`src/rtl/hdmi_pix_fetch.sv`:
```
// Framebuffer scan-out: prefetches packed greyscale words into a small FIFO and
// unpacks them MSB-first into PBW-bit pixels, 2 cycles behind hs/vs/de.
module hdmi_pix_fetch #(
    parameter int          HBW         = 12,
    parameter int          VBW         = 11,
    parameter int          PBW         = 24,
    parameter int          WORD_W      = 64,
    parameter int          BPP         = 8,
    parameter int          AW          = 19,
    parameter int unsigned BASE_ADDR   = 0,
    parameter int unsigned FRAME_WORDS = 259200,
    parameter int          FIFO_DEPTH  = 8
) (
    input  logic              clock,
    input  logic              reset,
    input  logic              hs_in,
    input  logic              vs_in,
    input  logic              de_in,
    output logic              hs_out,
    output logic              vs_out,
    output logic              de_out,
    output logic [PBW-1:0]    data_out,
    output logic              mem_req,
    output logic [AW-1:0]     mem_addr,
    input  logic              mem_ack,
    input  logic              mem_rvalid,
    input  logic [WORD_W-1:0] mem_rdata,
    output logic              underflow
);

    localparam int C   = PBW / 3;
    localparam int PPW = WORD_W / BPP;
    localparam int IW  = (PPW > 1) ? $clog2(PPW) : 1;
    localparam int FAW = $clog2(FIFO_DEPTH);
    localparam int CW  = $clog2(FIFO_DEPTH + 1);
    localparam int NW  = $clog2(FRAME_WORDS + 1);

    localparam logic [AW-1:0] BASE    = AW'(BASE_ADDR);
    localparam logic [NW-1:0] FW      = NW'(FRAME_WORDS);
    localparam logic [IW-1:0] LAST    = IW'(PPW - 1);
    localparam logic [CW:0]   DEPTH_L = (CW + 1)'(FIFO_DEPTH);

    // HBW/VBW size the upstream timing generator; here they are only sanity-checked.
    generate
        if (HBW < 1 || VBW < 1 || PBW % 3 != 0 || WORD_W % BPP != 0 ||
            FIFO_DEPTH < 4 || (1 << FAW) != FIFO_DEPTH) begin : g_bad_params
            $error("hdmi_pix_fetch: illegal parameter set");
        end
    endgenerate

    typedef enum logic [1:0] {S_IDLE, S_FLUSH, S_FETCH, S_DONE} state_e;

    state_e            state_q, state_d;
    logic              vs_q;
    logic              mem_req_q, mem_req_d;
    logic [AW-1:0]     addr_q, addr_d;
    logic [NW-1:0]     issued_q, issued_d;
    logic [CW-1:0]     outst_q, outst_d;
    logic [WORD_W-1:0] fifo_mem [FIFO_DEPTH];
    logic [FAW-1:0]    wr_q, wr_d, rd_q, rd_d;
    logic [CW-1:0]     cnt_q, cnt_d;
    logic [IW-1:0]     pix_idx_q, pix_idx_d;
    logic [WORD_W-1:0] sr_q, sr_d, cur;
    logic              uf_q, uf_d;
    logic [BPP-1:0]    pix1_q, pix1_d;
    logic              hs1_q, vs1_q, de1_q, hs2_q, vs2_q, de2_q;
    logic [PBW-1:0]    data_q, data_d;
    logic [C-1:0]      chan;
    logic              vs_rise, acc, rv_ok, streaming, fifo_empty, push, pop;

    assign vs_rise    = vs_in & ~vs_q;
    assign acc        = mem_req_q & mem_ack;
    // A response with nothing outstanding belongs to a request lost across reset.
    assign rv_ok      = mem_rvalid & (outst_q != '0);
    assign streaming  = (state_q == S_FETCH) || (state_q == S_DONE);
    assign fifo_empty = (cnt_q == '0);
    assign push       = rv_ok & streaming & ~vs_rise;
    assign pop        = de_in & (pix_idx_q == '0) & ~fifo_empty;

    always_comb begin
        state_d = state_q;
        case (state_q)
            S_IDLE:  if (vs_rise) state_d = S_FLUSH;
            S_FLUSH: if (outst_q == '0) state_d = S_FETCH;
            S_FETCH: if (issued_q == FW) state_d = S_DONE;
            default: state_d = state_q;
        endcase
        if (vs_rise) state_d = S_FLUSH;
    end

    // One request in flight on the port at a time; the credit check counts it
    // before raising, so fifo + outstanding can never exceed FIFO_DEPTH.
    always_comb begin
        mem_req_d = mem_req_q;
        addr_d    = addr_q;
        issued_d  = issued_q;
        if (acc) begin
            mem_req_d = 1'b0;
            addr_d    = addr_q + 1'b1;
            issued_d  = issued_q + 1'b1;
        end else if (state_q == S_FETCH && !mem_req_q && issued_q != FW &&
                     ({1'b0, cnt_q} + {1'b0, outst_q}) < DEPTH_L) begin
            mem_req_d = 1'b1;
        end
        if (vs_rise) begin
            mem_req_d = 1'b0;
            addr_d    = BASE;
            issued_d  = '0;
        end
    end

    always_comb begin
        outst_d = outst_q;
        case ({acc, rv_ok})
            2'b10:   outst_d = outst_q + 1'b1;
            2'b01:   outst_d = outst_q - 1'b1;
            default: outst_d = outst_q;
        endcase
    end

    always_comb begin
        wr_d  = wr_q;
        rd_d  = rd_q;
        cnt_d = cnt_q;
        if (push) wr_d = wr_q + 1'b1;
        if (pop)  rd_d = rd_q + 1'b1;
        case ({push, pop})
            2'b10:   cnt_d = cnt_q + 1'b1;
            2'b01:   cnt_d = cnt_q - 1'b1;
            default: cnt_d = cnt_q;
        endcase
        if (vs_rise) begin
            wr_d  = '0;
            rd_d  = '0;
            cnt_d = '0;
        end
    end

    always_ff @(posedge clock) begin
        if (push) fifo_mem[wr_q] <= mem_rdata;
    end

    // Stage 1: pixel extraction. An empty FIFO at a word boundary yields a black word.
    always_comb begin
        cur = sr_q;
        if (pix_idx_q == '0) cur = fifo_empty ? '0 : fifo_mem[rd_q];
        pix_idx_d = pix_idx_q;
        sr_d      = sr_q;
        pix1_d    = '0;
        uf_d      = uf_q;
        if (de_in) begin
            pix1_d    = cur[WORD_W-1 -: BPP];
            sr_d      = cur << BPP;
            pix_idx_d = (pix_idx_q == LAST) ? '0 : pix_idx_q + 1'b1;
            if (pix_idx_q == '0 && fifo_empty) uf_d = 1'b1;
        end
        if (vs_rise) begin
            pix_idx_d = '0;
            uf_d      = 1'b0;
        end
    end

    // Stage 2: MSB-first bit replication of BPP up to C bits per channel.
    for (genvar i = 0; i < C; i++) begin : g_rep
        assign chan[C-1-i] = pix1_q[BPP-1-(i % BPP)];
    end
    assign data_d = de1_q ? PBW'({3{chan}}) : '0;

    always_ff @(posedge clock or negedge reset) begin
        if (!reset) begin
            state_q   <= S_IDLE;
            vs_q      <= 1'b0;
            mem_req_q <= 1'b0;
            addr_q    <= BASE;
            issued_q  <= '0;
            outst_q   <= '0;
            wr_q      <= '0;
            rd_q      <= '0;
            cnt_q     <= '0;
            pix_idx_q <= '0;
            sr_q      <= '0;
            uf_q      <= 1'b0;
            pix1_q    <= '0;
            hs1_q     <= 1'b0;
            vs1_q     <= 1'b0;
            de1_q     <= 1'b0;
            hs2_q     <= 1'b0;
            vs2_q     <= 1'b0;
            de2_q     <= 1'b0;
            data_q    <= '0;
        end else begin
            state_q   <= state_d;
            vs_q      <= vs_in;
            mem_req_q <= mem_req_d;
            addr_q    <= addr_d;
            issued_q  <= issued_d;
            outst_q   <= outst_d;
            wr_q      <= wr_d;
            rd_q      <= rd_d;
            cnt_q     <= cnt_d;
            pix_idx_q <= pix_idx_d;
            sr_q      <= sr_d;
            uf_q      <= uf_d;
            pix1_q    <= pix1_d;
            hs1_q     <= hs_in;
            vs1_q     <= vs_in;
            de1_q     <= de_in;
            hs2_q     <= hs1_q;
            vs2_q     <= vs1_q;
            de2_q     <= de1_q;
            data_q    <= data_d;
        end
    end

    assign hs_out    = hs2_q;
    assign vs_out    = vs2_q;
    assign de_out    = de2_q;
    assign data_out  = data_q;
    assign mem_req   = mem_req_q;
    assign mem_addr  = addr_q;
    assign underflow = uf_q;

endmodule

```
`config.mk`:
```
export PLATFORM = sky130hd
export DESIGN_NAME = hdmi_pix_fetch
export DESIGN_NICKNAME = d
export VERILOG_FILES = /design/src/rtl/hdmi_pix_fetch.sv
export SDC_FILE = /design/constraint.sdc
export NUM_CORES = 1
export LEC_CHECK = 0
export CORE_ASPECT_RATIO = 1.1
export CORE_MARGIN = 3
export CORE_UTILIZATION = 60
export CTS_CLUSTER_DIAMETER = 40
export DETAILED_ROUTE_END_ITERATION = 10
export PLACE_DENSITY_LB_ADDON = 0.25
export SLEW_MARGIN = 30
export SYNTH_ARGS = -nofsm -noshare
export SYNTH_HDL_FRONTEND = slang
export SYNTH_SLANG_ARGS = --single-unit
```
`constraint.sdc`:
```
create_clock -name clock -period 10.82 [get_ports clock]
set_clock_uncertainty 0.2 [all_clocks]
set_input_delay 3.246 -clock clock [delete_from_list [all_inputs] [get_ports clock]]
set_output_delay 3.246 -clock clock [all_outputs]
set_load 0.02 [all_outputs]
```
# Yosys cells after proc, flatten, opt, wreduce, memory -nomap -nowiden
# Memories as Yosys holds them, arrays and structs flattened.
# Cells that the tools add are included.
[totals]
regBits = 152
ramBits = 512
in_bits = 71
output_inout_bits = 48
elab_cells = 104
memories = 1
[classes]
add_sub_neg = 10
magnitude_cmp = 1
n_eq_ne = 12
n_mux = 30
n_bitwise = 10
reduce_logical = 21
[mem_list]
columns = ["name", "words", "width", "read_ports", "rd_clocked_by_memory_dff", "wr", "line_no", "rtl"]
rows = [
  ["fifo_mem", 8, 64, 1, 0, 1, "59", "logic [WORD_W-1:0] fifo_mem [FIFO_DEPTH];"],
]
[ops]
columns = ["cell", "count"]
rows = [
  ["2-to-1 mux 64 bit", 2],
  ["2-to-1 mux 19 bit", 2],
  ["2-to-1 mux 18 bit", 2],
  ["2-to-1 mux 24 bit", 1],
  ["2-to-1 mux 3 bit", 7],
  ["adder 19 x 1 -> 19 bit, second input constant", 1],
  ["adder 18 x 1 -> 18 bit, second input constant", 1],
  ["== test 18 bit, second input constant", 1],
  ["inequality test 18 bit, second input constant", 1],
  ["one-hot mux 4 bit (2 select lines)", 2],
  ["nonzero test 2 bit", 6],
  ["adder 3 x 1 -> 3 bit, second input constant", 3],
  ["nonzero test 3 bit", 3],
  ["adder 4 x 1 -> 4 bit, second input constant", 2],
  ["== test 2 bit, second input constant", 4],
  ["zero test 4 bit", 2],
  ["2-to-1 mux 1 bit", 8],
  ["2-to-1 mux 8 bit", 1],
  ["subtractor 4 x 1 -> 4 bit, second input constant", 2],
  ["AND 1 bit", 7],
  ["== test 2 x 1 -> 1 bit, second input constant", 3],
  ["2-to-1 mux 2 bit", 3],
  ["inequality test 3 bit, second input constant", 2],
  ["adder 4 x 4 -> 5 bit", 1],
  ["other kinds (12)", 17],
]

# Logic depth before layout (Yosys ltp)
[depth]
ltp_word = 7
ltp_mapped = 10
depth_no_buf = 10

# Worst setup path before layout
# No wires, ideal clock.
[synth_timing]
kind = "input to register"
start = "input port vs_in"
end = "memory fifo_mem[0][0] (enable)"
setup_ps = 644
arrival_ps = 9893
required_time_ps = 9976
setup_slack_ps = 83
stages = 4
n_path_buf = 1
cell_sequence = "nand2b_1 > clkbuf_1 > nand3_1 > nor4_1"
[synth_between]
elab_chain_len = 5
[synth_rtl]
columns = ["item", "line_no", "rtl"]
rows = [
  ["from (decl)", "17", "input logic vs_in,"],
  ["AND 1 bit", "71", "assign vs_rise = vs_in & ~vs_q;"],
  ["inverter 1 bit", "77", "assign push = rv_ok & streaming & ~vs_rise;"],
  ["AND 1 bit", "77", ""],
  ["2-to-1 mux 1 bit", "140", "if (push) fifo_mem[wr_q] <= mem_rdata;"],
  ["2-to-1 mux 1 bit (implied by the code)", "140", ""],
  ["to (decl)", "59", ""],
]
# Every way passes these cells.

# Final worst setup path
[layout_timing]
start = "input port vs_in"
end = "memory fifo_mem[7][22] (enable)"
# The elaborated chain is that of the path after synthesis.

==> flow_summary.json <==
{
  "status": "complete, no violations",
  "final_antenna_net_count": 0,
  "hold_viol_final": 0,
  "slowest_delay_ns": 0.79,
  "overflow": 0,
  "period_needed_ns": 6.052,
  "hold-worst-slack_ns": 0.1612,
  "r2r_cells": 5,
  "fin_tns_setup_ns": 0,
  "finalMaxSlewViolations": 0,
  "synth_most_common_cell": "edfxtp_1",
  "total_power_w": 0.006615,
  "design.die.area_mm2": 0.04477,
  "synth.distinct_cells": 53,
  "rr_endpoint": "sr_q[27]$_DFFE_PN0P_",
  "synth_top_cell_area_share": 0.6064,
  "gp_congestion": 0.7581,
  "ys_seq_elements": 648,
  "p_comb_frac": 0.145,
  "die_h_um": 221.6,
  "critical_path.top_delay_family": "simple AND/OR/NAND/NOR gates",
  "clockPowerShare": 0.402,
  "rrSetupSlack_ns": 7.32,
  "cpMaxStageDelayCell": "buf_4",
  "fillers": 2502,
  "fin_crit_sh": 0.5593,
  "post_cts_buffers": 0,
  "min_to": "hs_out$_DFF_PN0_",
  "path_clk_slew_ns": 0.06,
  "fin_nets": 1586,
  "wirelength_um": 50820,
  "reg2reg_from": "rd_q[1]$_DFFE_PN0P_",
  "crit_buf_inv": 2,
  "finalSetupViolCount": 0,
  "grt_antenna_before_repair": 2,
  "seqCellArea_mm2": 0.01879,
  "grt_max_degree": 109,
  "p_int_w": 0.004954,
  "h-tree-depth": 3,
  "cp.arrival_ns": 6.07,
  "syn_nets": 1448,
  "fp-row-count": 78,
  "netlist_area_mm2": 0.02536,
  "cp.required_ns": 10.83,
  "cp_max_fo": 49,
  "path_class": "in -> reg",
  "cts_tree": "yes",
  "routedWlPerCell_um": 23.95,
  "fmax_ghz": 0.1652,
  "cts_sinks": 648,
  "yosysSeqAreaShare": 0.7406,
  "maxCapViolations": 0,
  "dp_hpwl_um": 27470,
  "max_slew_margin": 0.4231,
  "track_usage": 0.2341,
  "syn_inst": 1360,
  "grt_pass1_vias": 13730,
  "hold_buffers": 0,
  "p_leak_nw": 10.03,
  "yosysTopAreaCell": "edfxtp_1",
  "utilization": 0.7193,
  "synth_ff_type": "edfxtp_1",
  "cts_made_buffers": 77,
  "worstMarginPinSlew_ns": 0.8653,
  "ioPinCount": 119,
  "cts_buffer_depth": 3,
  "worstSkewPairLatency_ns": 0.59,
  "power_density_mw_per_mm2": 221.7,
  "grt_pass1_wl_um": 80170,
  "drive_above_1_share": 0.1903,
  "post-route-drc-count": 0,
  "syn_avg_cell_area_um2": 18.64,
  "drt-initial-drc-count": 956,
  "routed_via_density": 6.052,
  "vias": 12840,
  "cts_resized": 0,
  "rsz0062_at_grt": "no",
  "area_growth_pct": 17.67,
  "multi_input_area_mm2": 0.006187,
  "async_flop_share": 0.2099,
  "cp.depth": 5,
  "hold_start": "hs1_q$_DFF_PN0_",
  "startpoint_type": "input pin",
  "cts_root_buf": "clkbuf_16",
  "peakVddDrop_mv": 0.1932,
  "io_buffer_count": 118,
  "initial_utilization": 0.6113,
  "finalNonFillerCells": 2122,
  "ys_top_cells_by_count": "edfxtp_1 (512), dfrtp_1 (136), mux4_2 (128), mux2i_1 (69), o21ai_0 (66)",
  "hold_class": "reg -> reg",
  "crit_chain": "clkdlybuf4s50_1 -> nand2b_1 -> nand4_1 -> nor2_4 -> buf_4",
  "die_x_um": 202.0,
  "power.switching_w": 0.001661,
  "crit_path_end_kind": "flop",
  "placedCellCount": 1977,
  "synth_edf_count": 512,
  "drtPass1Iterations": 5,
  "seqPwrFrac": 0.453,
  "fp.coreArea_mm2": 0.04148,
  "synthTopCellsByArea": "edfxtp_1 (61%), dfrtp_1 (13%), mux4_2 (11%)",
  "p_sw_frac": 0.2511,
  "hold-path-cell-count": 0,
  "synth_warnings": 0
}
==> sequential cells by signal (all words and copies together) (netlist names) <==
| register | cells |
|---|---|
| de1_q | 1 |
| issued_q | 18 |
| fifo_mem | 512 |
| mem_req | 1 |
| underflow | 1 |
| chan | 8 |
| data_out | 8 |
| outst_q | 4 |
| vs1_q | 1 |
| hs_out | 1 |
| hs1_q | 1 |
| mem_addr | 19 |
| rd_q | 3 |
| state_q | 2 |
| sr_q | 56 |
| vs_out | 1 |
| wr_q | 3 |
| pix_idx_q | 3 |
| cnt_q | 4 |
| de_out | 1 |
==> power by group through the flow <==
stage	combinational [W]	sequential (W)	clock (W)
after floorplan	0.000723	0.00298	0
after global placement	0.000935	0.00303	0
after detailed placement	0.000961	0.00304	0
after CTS	0.000974	0.00299	0.00271
after global routing	0.00106	0.00301	0.00281
final	0.000961	0.00299	0.00266
==> worst max path at each step <==
stage	start	to
after floorplan	vs_in	fifo_mem[0][0]$_DFFE_PP_
after global placement	vs_in	fifo_mem[3][49]$_DFFE_PP_
after detailed placement	vs_in	fifo_mem[3][50]$_DFFE_PP_
after CTS	vs_in	fifo_mem[3][40]$_DFFE_PP_
after global routing	vs_in	fifo_mem[7][34]$_DFFE_PP_
final	vs_in	fifo_mem[7][22]$_DFFE_PP_
==> kinds of logic (layout without fill, tap and decap cells) <==
family | count (synthesis) | in the layout | synth area share
buf+inv | 100 | 301 | 0.01816
other cells | 0 | 1 | 0
xor+xnor | 43 | 43 | 0.01559
fa+ha+maj | 17 | 17 | 0.008685
simple gates | 204 | 204 | 0.04239
compound gates | 150 | 150 | 0.03321
flops | 648 | 648 | 0.7406
mux | 198 | 198 | 0.1414
==> metal layers <==
metal  track usage  vias to the layer above  routed length [µm]
met3       0.04463                       84                3028
met4       0.07902                        2                1288
met1        0.3111                     6733               20360
li1              -                     5618                   -
met5             0                        -                  13
met2        0.3962                      405               26130
==> stage by stage <==
step	area [µm²]	setup slack, ns
global route	29830	4.620
floorplan	25360	0.08288
global placement	27080	4.050
CTS	29780	4.613
finish	29830	4.768
detailed placement	27090	3.992
==> cell type report <==
cell class              count  share of cell area
repair buffers            138             0.04663
clock buffers              93             0.06903
multi-input cells         612              0.2074
inverters                  21            0.002642
well taps                 560             0.02348
diodes                      1          0.00008387
flip-flops and latches    648              0.6298
clock inverters            49             0.02097
==> placed cells by master (no fill, tap or decap), types with 16 or more instances in the layout <==
master | Yosys | final
edfxtp_1 | 512 | 512
dfrtp_1 | 136 | 133
mux4_2 | 128 | 128
clkdlybuf4s50_1 | 0 | 116
clkbuf_16 | 0 | 79
mux2i_1 | 69 | 69
o21ai_0 | 66 | 66
a21oi_1 | 60 | 60
nor2_1 | 52 | 49
nor2b_1 | 49 | 48
nand2_1 | 31 | 31
xor2_1 | 26 | 26
inv_1 | 20 | 20
xnor2_1 | 16 | 16
ha_1 | 16 | 16
Power figures use the tool's default switching activity.
